<file path="src/rtl/fe_fetch_unit_pkg.sv">
// Shared widths, constants and bundle types for the fetch stage.
package fe_fetch_unit_pkg;

    localparam int DBITS = 32;
    localparam int INSTBITS = 32;
    localparam int BUS_CANARY_WIDTH = 4;
    localparam logic [BUS_CANARY_WIDTH-1:0] BUS_CANARY_VALUE = 4'hC;
    localparam int FROM_DE_TO_FE_WIDTH = 1;
    localparam int FROM_AGEX_TO_FE_WIDTH = 1 + DBITS;
    localparam logic [DBITS-1:0] STARTPC = 32'h0000_0200;
    localparam int FE_LATCH_WIDTH = INSTBITS + 3 * DBITS + BUS_CANARY_WIDTH;

    typedef struct packed {
        logic [INSTBITS-1:0] inst;
        logic [DBITS-1:0]    pc;
    } fifo_entry_t;

    typedef struct packed {
        logic [INSTBITS-1:0]         inst;
        logic [DBITS-1:0]            pc;
        logic [DBITS-1:0]            pcplus;
        logic [DBITS-1:0]            inst_count;
        logic [BUS_CANARY_WIDTH-1:0] canary;
    } fe_latch_t;

endpackage

</file>
<file path="src/rtl/fe_fetch_unit_if.sv">
// Instruction-memory request/response channel between fetch and imem.
interface fe_fetch_unit_if;
    import fe_fetch_unit_pkg::*;

    logic                imem_req_valid;
    logic                imem_req_ready;
    logic [DBITS-1:0]    imem_req_addr;
    logic                imem_resp_valid;
    logic [INSTBITS-1:0] imem_resp_data;

    modport master (
        output imem_req_valid,
        output imem_req_addr,
        input  imem_req_ready,
        input  imem_resp_valid,
        input  imem_resp_data
    );

    modport slave (
        input  imem_req_valid,
        input  imem_req_addr,
        output imem_req_ready,
        output imem_resp_valid,
        output imem_resp_data
    );

endinterface

</file>
<file path="src/rtl/fe_inst_fifo.sv">
// Small instruction buffer of {inst, pc}; flush wins over push/pop.
module fe_inst_fifo
    import fe_fetch_unit_pkg::*;
#(
    parameter int DEPTH = 2,
    parameter int CW = $clog2(DEPTH + 1)
) (
    input  logic        clk,
    input  logic        rst_n,
    input  logic        flush,
    input  logic        push,
    input  fifo_entry_t din,
    input  logic        pop,
    output fifo_entry_t head,
    output logic [CW-1:0] count,
    output logic        full,
    output logic        empty
);

    localparam int PW = (DEPTH > 1) ? $clog2(DEPTH) : 1;

    fifo_entry_t mem [DEPTH];
    logic [PW-1:0] rd_ptr;
    logic [PW-1:0] wr_ptr;

    assign head  = mem[rd_ptr];
    assign full  = (count == CW'(DEPTH));
    assign empty = (count == '0);

    // Pointers wrap naturally because DEPTH is a power of two.
    always_ff @(posedge clk or negedge rst_n) begin
        if (!rst_n) begin
            rd_ptr <= '0;
            wr_ptr <= '0;
            count  <= '0;
            for (int i = 0; i < DEPTH; i++) begin
                mem[i] <= '0;
            end
        end else if (flush) begin
            rd_ptr <= '0;
            wr_ptr <= '0;
            count  <= '0;
        end else begin
            if (push) begin
                mem[wr_ptr] <= din;
                wr_ptr <= wr_ptr + PW'(1);
            end
            if (pop) begin
                rd_ptr <= rd_ptr + PW'(1);
            end
            count <= count + CW'(push) - CW'(pop);
        end
    end

endmodule

</file>
<file path="src/rtl/fe_fetch_unit.sv">
// Fetch stage: credit-limited imem requests, instruction buffer, FE latch.
module fe_fetch_unit
    import fe_fetch_unit_pkg::*;
#(
    parameter int FIFO_DEPTH = 2,
    parameter logic [DBITS-1:0] START_PC = STARTPC,
    parameter logic [BUS_CANARY_WIDTH-1:0] CANARY = BUS_CANARY_VALUE
) (
    input  logic clk,
    input  logic reset_n,
    input  logic [FROM_DE_TO_FE_WIDTH-1:0] from_DE_to_FE,
    input  logic [FROM_AGEX_TO_FE_WIDTH-1:0] from_AGEX_to_FE,
    fe_fetch_unit_if.master imem,
    output logic [FE_LATCH_WIDTH-1:0] FE_latch_out
);

    localparam int CW = $clog2(FIFO_DEPTH + 1);

    logic             br_cond;
    logic [DBITS-1:0] br_target;
    logic             stall;

    logic [DBITS-1:0] fetch_pc;
    logic [DBITS-1:0] deliver_pc;
    logic [DBITS-1:0] inst_count;
    logic [CW-1:0]    inflight;
    logic [CW-1:0]    drop_cnt;
    logic [CW-1:0]    fifo_count;
    logic [CW+1:0]    used;
    logic             fifo_full;
    logic             fifo_empty;
    logic             req_fire;
    logic             live;
    logic             pop;
    fifo_entry_t      head;
    fe_latch_t        latch_q;

    assign {br_cond, br_target} = from_AGEX_to_FE;
    assign stall = from_DE_to_FE[0];

    // Buffered, requested and doomed words all hold a buffer slot.
    assign used = (CW+2)'(fifo_count) + (CW+2)'(inflight)
                + (CW+2)'(drop_cnt);

    assign imem.imem_req_valid = reset_n && !br_cond
                              && (used < (CW+2)'(FIFO_DEPTH));
    assign imem.imem_req_addr = fetch_pc;

    assign req_fire = imem.imem_req_valid && imem.imem_req_ready;
    assign live = imem.imem_resp_valid && !br_cond && (drop_cnt == '0);
    assign pop = !br_cond && !stall && !fifo_empty;

    assign FE_latch_out = latch_q;

    fe_inst_fifo #(
        .DEPTH (FIFO_DEPTH),
        .CW    (CW)
    ) u_fifo (
        .clk   (clk),
        .rst_n (reset_n),
        .flush (br_cond),
        .push  (live),
        .din   ('{inst: imem.imem_resp_data, pc: deliver_pc}),
        .pop   (pop),
        .head  (head),
        .count (fifo_count),
        .full  (fifo_full),
        .empty (fifo_empty)
    );

    always_ff @(posedge clk or negedge reset_n) begin
        if (!reset_n) begin
            fetch_pc   <= START_PC;
            deliver_pc <= START_PC;
            inflight   <= '0;
            drop_cnt   <= '0;
            inst_count <= '0;
            latch_q    <= '0;
        end else if (br_cond) begin
            fetch_pc   <= br_target;
            deliver_pc <= br_target;
            inflight   <= '0;
            drop_cnt   <= drop_cnt + inflight
                        - CW'(imem.imem_resp_valid);
            latch_q    <= '0;
        end else begin
            if (req_fire) begin
                fetch_pc <= fetch_pc + 32'd4;
            end
            if (imem.imem_resp_valid && (drop_cnt != '0)) begin
                drop_cnt <= drop_cnt - CW'(1);
            end
            if (live) begin
                deliver_pc <= deliver_pc + 32'd4;
            end
            inflight <= inflight + CW'(req_fire) - CW'(live);
            if (!stall) begin
                if (!fifo_empty) begin
                    latch_q <= '{inst:       head.inst,
                                 pc:         head.pc,
                                 pcplus:     head.pc + 32'd4,
                                 inst_count: inst_count + 32'd1,
                                 canary:     CANARY};
                    inst_count <= inst_count + 32'd1;
                end else begin
                    latch_q <= '0;
                end
            end
        end
    end

    a_credit : assert property (@(posedge clk) disable iff (!reset_n)
        used <= (CW+2)'(FIFO_DEPTH));

    a_no_overflow : assert property (@(posedge clk) disable iff (!reset_n)
        !(live && fifo_full));

endmodule

</file>
<file path="src/flat_wrapper.sv">
// flat-port wrapper written by rule: the top's interface ports become plain ports
module fe_fetch_unit_flat import fe_fetch_unit_pkg::*;
#(
    parameter int FIFO_DEPTH = 2,
    parameter logic [DBITS-1:0] START_PC = STARTPC,
    parameter logic [BUS_CANARY_WIDTH-1:0] CANARY = BUS_CANARY_VALUE
)
  (clk, reset_n, from_DE_to_FE, from_AGEX_to_FE, FE_latch_out, imem_imem_req_valid, imem_imem_req_addr, imem_imem_req_ready, imem_imem_resp_valid, imem_imem_resp_data);
  fe_fetch_unit_if imem_i ();
  input  logic clk;
  input  logic reset_n;
  input  logic [FROM_DE_TO_FE_WIDTH-1:0] from_DE_to_FE;
  input  logic [FROM_AGEX_TO_FE_WIDTH-1:0] from_AGEX_to_FE;
  output logic [FE_LATCH_WIDTH-1:0] FE_latch_out;
  output wire logic [$bits(imem_i.imem_req_valid)-1:0] imem_imem_req_valid;
  output wire logic [$bits(imem_i.imem_req_addr)-1:0] imem_imem_req_addr;
  input wire logic [$bits(imem_i.imem_req_ready)-1:0] imem_imem_req_ready;
  input wire logic [$bits(imem_i.imem_resp_valid)-1:0] imem_imem_resp_valid;
  input wire logic [$bits(imem_i.imem_resp_data)-1:0] imem_imem_resp_data;
  assign imem_imem_req_valid = imem_i.imem_req_valid;
  assign imem_imem_req_addr = imem_i.imem_req_addr;
  assign imem_i.imem_req_ready = imem_imem_req_ready;
  assign imem_i.imem_resp_valid = imem_imem_resp_valid;
  assign imem_i.imem_resp_data = imem_imem_resp_data;
  fe_fetch_unit #(.FIFO_DEPTH(FIFO_DEPTH), .START_PC(START_PC), .CANARY(CANARY)) u_core (.clk(clk), .reset_n(reset_n), .from_DE_to_FE(from_DE_to_FE), .from_AGEX_to_FE(from_AGEX_to_FE), .imem(imem_i), .FE_latch_out(FE_latch_out));
endmodule
</file>
<file path="config.mk">
export PLATFORM = sky130hd
export DESIGN_NAME = fe_fetch_unit_flat
export DESIGN_NICKNAME = d
export VERILOG_FILES = /design/src/rtl/fe_fetch_unit_pkg.sv /design/src/rtl/fe_fetch_unit_if.sv /design/src/rtl/fe_inst_fifo.sv /design/src/rtl/fe_fetch_unit.sv /design/src/flat_wrapper.sv
export SDC_FILE = /design/constraint.sdc
export NUM_CORES = 1
export LEC_CHECK = 0
export CORE_MARGIN = 8
export CORE_UTILIZATION = 51
export DETAILED_ROUTE_END_ITERATION = 8
export PLACE_DENSITY = 0.75
export SKIP_CTS_REPAIR_TIMING = 1
export SYNTH_ARGS = -nofsm -noshare
export SYNTH_HDL_FRONTEND = slang
export SYNTH_SLANG_ARGS = --single-unit
</file>
<file path="constraint.sdc">
create_clock -name clk -period 5.6 [get_ports clk]
set_clock_uncertainty 0.15 [all_clocks]
set_input_delay 0.84 -clock clk [delete_from_list [all_inputs] [get_ports clk]]
set_output_delay 0.84 -clock clk [all_outputs]
set_load 0.01 [all_outputs]
</file>
==> key figures <==
Die
  – Die Area: 38900 um2
  – Die X: just under 200 um
  – Ports: 235
  – Placement row count: 66
  – Die height: around 200 um
  – Core ar.: 32500 um2
  – Initial Util: 51.7%

Synthesis
  – Syn_area_per_cell: 11.0 um2
  – EDFF count, synth: 0
  – Top_reg_cell synth: dfrtp_1
  – Post-Syn Area: 16800 um2
  – Yosys Warn Count: 0
  – Async set or reset register ratio after synthesis: 100%
  – Yosys reg bits: 359
  – Synth Instances: approximately 1500
  – Post-synth cell types: 68
  – Register area share after synthesis: 53.6%

Final layout
  – Layout Nets: 1802
  – Fin util: a little under two thirds
  – Share of layout cells above drive strength 1: approximately 14%
  – Synthesis-to-layout area growth: 23.4%
  – Non-Filler Instances: 2187

STA
  – Setup TNS: 0 ns
  – Hold Vio Cnt, Final: 0
  – Max Clk Rate: 230 MHz
  – Final worst path period need: about 4.3 ns
  – Worst rel slew slack: 31.5%
  – Slew @ Worst Pin: 1.03 ns
  – Setup Viol. Count Final: 0
  – Fin. max-slew vios: 0
  – Fin crit share: between 70% and 80%
  – Unrepaired setup endpoints after global routing: false

Setup path
  – Crit path capture type: output pin
  – Crit path to: imem_imem_req_valid
  – Worst Reg-to-Reg Cells: 9
  – Critical R2R Launch: u_core.u_fifo.count[0]
  – Worst Setup Start Kind: flop
  – Crit-path max FO: 10
  – Delay of the slowest critical-path stage: around 0.59 ns
  – CP cell instances: ha_1 -> fa_1 -> inv_1 -> fa_1 -> nor2_1 -> a31oi_1 -> buf_4 -> nor3_1 -> clkdlybuf4s50_1
  – FF-to-FF setup slack: 1.82 ns
  – Endpoint of the worst register-to-register path: u_core.imem.imem_req_addr[28]
  – Crit path kind: reg2out
  – WP data required: 4.61 ns
  – Crit-path slowest cell: clkdlybuf4s50_1
  – Crit path DAT: 3.36 ns
  – Critical path origin: u_core.u_fifo.count[0]
  – Most common cell on crit path: fa_1

Global route
  – Total track usage: a little over a fifth
  – Largest net degree at the start of global routing: 128
  – Initial antenna violation count: 1
  – Total congestion overflow: 0
  – Vias in the first global route: 12417
  – First-pass GRT wire length: 67500 um

Placed design
  – GP Congestion: 0.905
  – DP HPWL: 29200 um
  – Placed Cells: 2119
  – Port Buf Inserts: between 200 and 250

CTS
  – Reg clk slew, reported paths: 0.06 ns
  – Clk buf depth: 3
  – Clock latency on the worst-skew pair: 0.52 ns
  – # H-tree levels: 2
  – CTS tree: built
  – Clock sinks: around 360
  – CTS Buf Count: 38
  – CTS Root Cell: clkbuf_16

Detailed routing
  – Drt drc: 0
  – Final ANT Viol Nets: 0
  – 1st-iter DRT viols: 999
  – Post-DR wirelength/cell: between 15 and 20 um
  – Pre-antenna DRT Iters: 6
  – DR vias/cell: 5.68
  – Vias: between 10000 and 15000
  – Final WL: 41700 um

Flow run
  – Max_cap viols: 0

Power and ir drop
  – Pwr dens: 377 nW/um2
  – LEAKAGE: 8.65 nW
  – Power Total: 0.00780 W
  – Worst vdd ir: 0.182 mV

Worst hold path
  – Worst min-delay path class: in2async

Status
  – Outcome: finished, final reports clean
[worst min-delay path by stage]
stage	cells after the start	endpoint	slack, ns	startpoint
after floorplan	2	u_core.u_fifo.mem[0]	0.30	u_core.u_fifo.mem[0]
after global placement	2	u_core.FE_latch_out[70]	0.31	u_core.FE_latch_out[70]
after detailed placement	2	u_core.FE_latch_out[38]	0.32	u_core.FE_latch_out[38]
after CTS	1	u_core.FE_latch_out[14]	0.03	reset_n
after global routing	1	u_core.FE_latch_out[12]	0.03	reset_n
final	1	u_core.FE_latch_out[13]	0.03	reset_n
[worst max-delay path, delay by kind of cell, from the launching register on]
family	cells	cell delay [ns]
compound gates	1	0.11
fa+ha+maj	3	1.14
buf+inv	3	0.84
flops	1	0.42
simple gates	2	0.34
[layout by cell type (no fill, tap or decap), types with 7 or more instances in the layout]
master	instances
dfrtp_1	356
nand4_1	39
nor2_1	46
or4_1	7
inv_1	26
nor4_1	27
clkdlybuf4s50_1	230
or3_1	13
and4_1	14
mux2_2	141
clkbuf_16	41
xor2_1	42
a21oi_1	14
o21ai_0	140
o211ai_1	11
ha_1	13
xnor2_1	82
nand3_1	48
nand2_1	208
o311ai_0	9
mux2i_1	62
clkbuf_8	10
and3_1	10
clkbuf_1	7
buf_4	15
nor3_1	20
a31oi_1	8
a21o_1	9
[where the power goes]
| group | internal (W) | total (W) | switching (W) |
|---|---|---|---|
| Clock | 0.00160 | 0.00259 | 0.000991 |
| Sequential | 0.00311 | 0.00354 | 0.000431 |
| Combinational | 0.000875 | 0.00167 | 0.000795 |
| Total | 0.00558 | 0.00780 | 0.00222 |
[metrics by stage]
| stage | hold WS, ns | worst slack [ns] | area [um2] |
|---|---|---|---|
| final | 0.0283 | 1.25 | 20700 |
| after global routing | 0.0335 | 1.09 | 20700 |
| after CTS | 0.0252 | 1.23 | 20700 |
| after detailed placement | 0.319 | 1.80 | 19400 |
| after global placement | 0.312 | 1.77 | 19400 |
| after floorplan | 0.300 | 2.32 | 16800 |
[routing by layer]
layer | track usage, % | wire length (um)
met1 | 29.2 | 18300
met2 | 33.9 | 19500
met3 | 3.95 | 2660
met4 | 6.85 | 1310
met5 | 0 | 0
[area by class of cell]
cell class	instances	area, um2
fillers	2529	11800
flip-flops and latches	359	8990
multi-input cells	1043	7270
repair buffers	248	2450
clock buffers	58	1190
well taps	442	553
clock inverters	9	126
inverters	27	101
diodes	1	2.50
[registers in the layout, summed over array words and instances, names as in the netlist]
name                       flops
u_core.drop_cnt                2
u_core.u_fifo.wr_ptr           1
u_core.u_fifo.rd_ptr           1
u_core.inflight                2
u_core.deliver_pc             32
u_core.inst_count             32
u_core.u_fifo.mem            128
u_core.u_fifo.count            2
u_core.FE_latch_out          127
u_core.imem.imem_req_addr     32
[synthesized netlist by cell type (all sizes together) (2+ instances only)]
| master | count | share of area (%) |
|---|---|---|
| a221oi | 2 | 0.10 |
| or3 | 13 | 0.49 |
| nand4b | 7 | 0.40 |
| mux2 | 141 | 9.5 |
| nand3b | 4 | 0.18 |
| mux2i | 62 | 3.7 |
| a211oi | 5 | 0.30 |
| dfrtp | 357 | 53 |
| xor2 | 42 | 2.2 |
| a22o | 3 | 0.16 |
| or4 | 7 | 0.31 |
| buf | 46 | 1.5 |
| a221o | 4 | 0.24 |
| o211ai | 11 | 0.49 |
| o311ai | 9 | 0.47 |
| and3b | 2 | 0.10 |
| nor2 | 47 | 1.1 |
| nand2 | 209 | 4.7 |
| nand3 | 51 | 1.6 |
| inv | 26 | 0.58 |
| fa | 2 | 0.24 |
| clkbuf | 51 | 1.1 |
| dfstp | 2 | 0.31 |
| or2 | 4 | 0.15 |
| o31ai | 5 | 0.22 |
| a21oi | 14 | 0.42 |
| a31oi | 8 | 0.30 |
| nand2b | 3 | 0.11 |
| nand4 | 41 | 1.7 |
| nor3 | 22 | 0.72 |
| and2 | 2 | 0.075 |
| o21ai | 145 | 4.3 |
| a21o | 9 | 0.40 |
| nor2b | 4 | 0.15 |
| xnor2 | 82 | 4.3 |
| and3 | 10 | 0.37 |
| ha | 13 | 0.97 |
| and4 | 14 | 0.73 |
| nor4 | 29 | 1.2 |
[cells by family (layout without fill, tap and decap cells)]
logic type	after synthesis	count (layout)	share of synthesized area, %
AND/OR/NAND/NOR	474	474	14.3
flip-flops	359	359	53.6
AO/OA/AOI/OAI	225	225	7.95
multiplexers	203	203	13.2
XOR/XNOR	124	124	6.48
buffers and inverters	124	342	3.24
adder cells (fa/ha/maj)	15	15	1.21
other	1	3	0.0224
No activity file was read; power rests on OpenSTA's default activity.
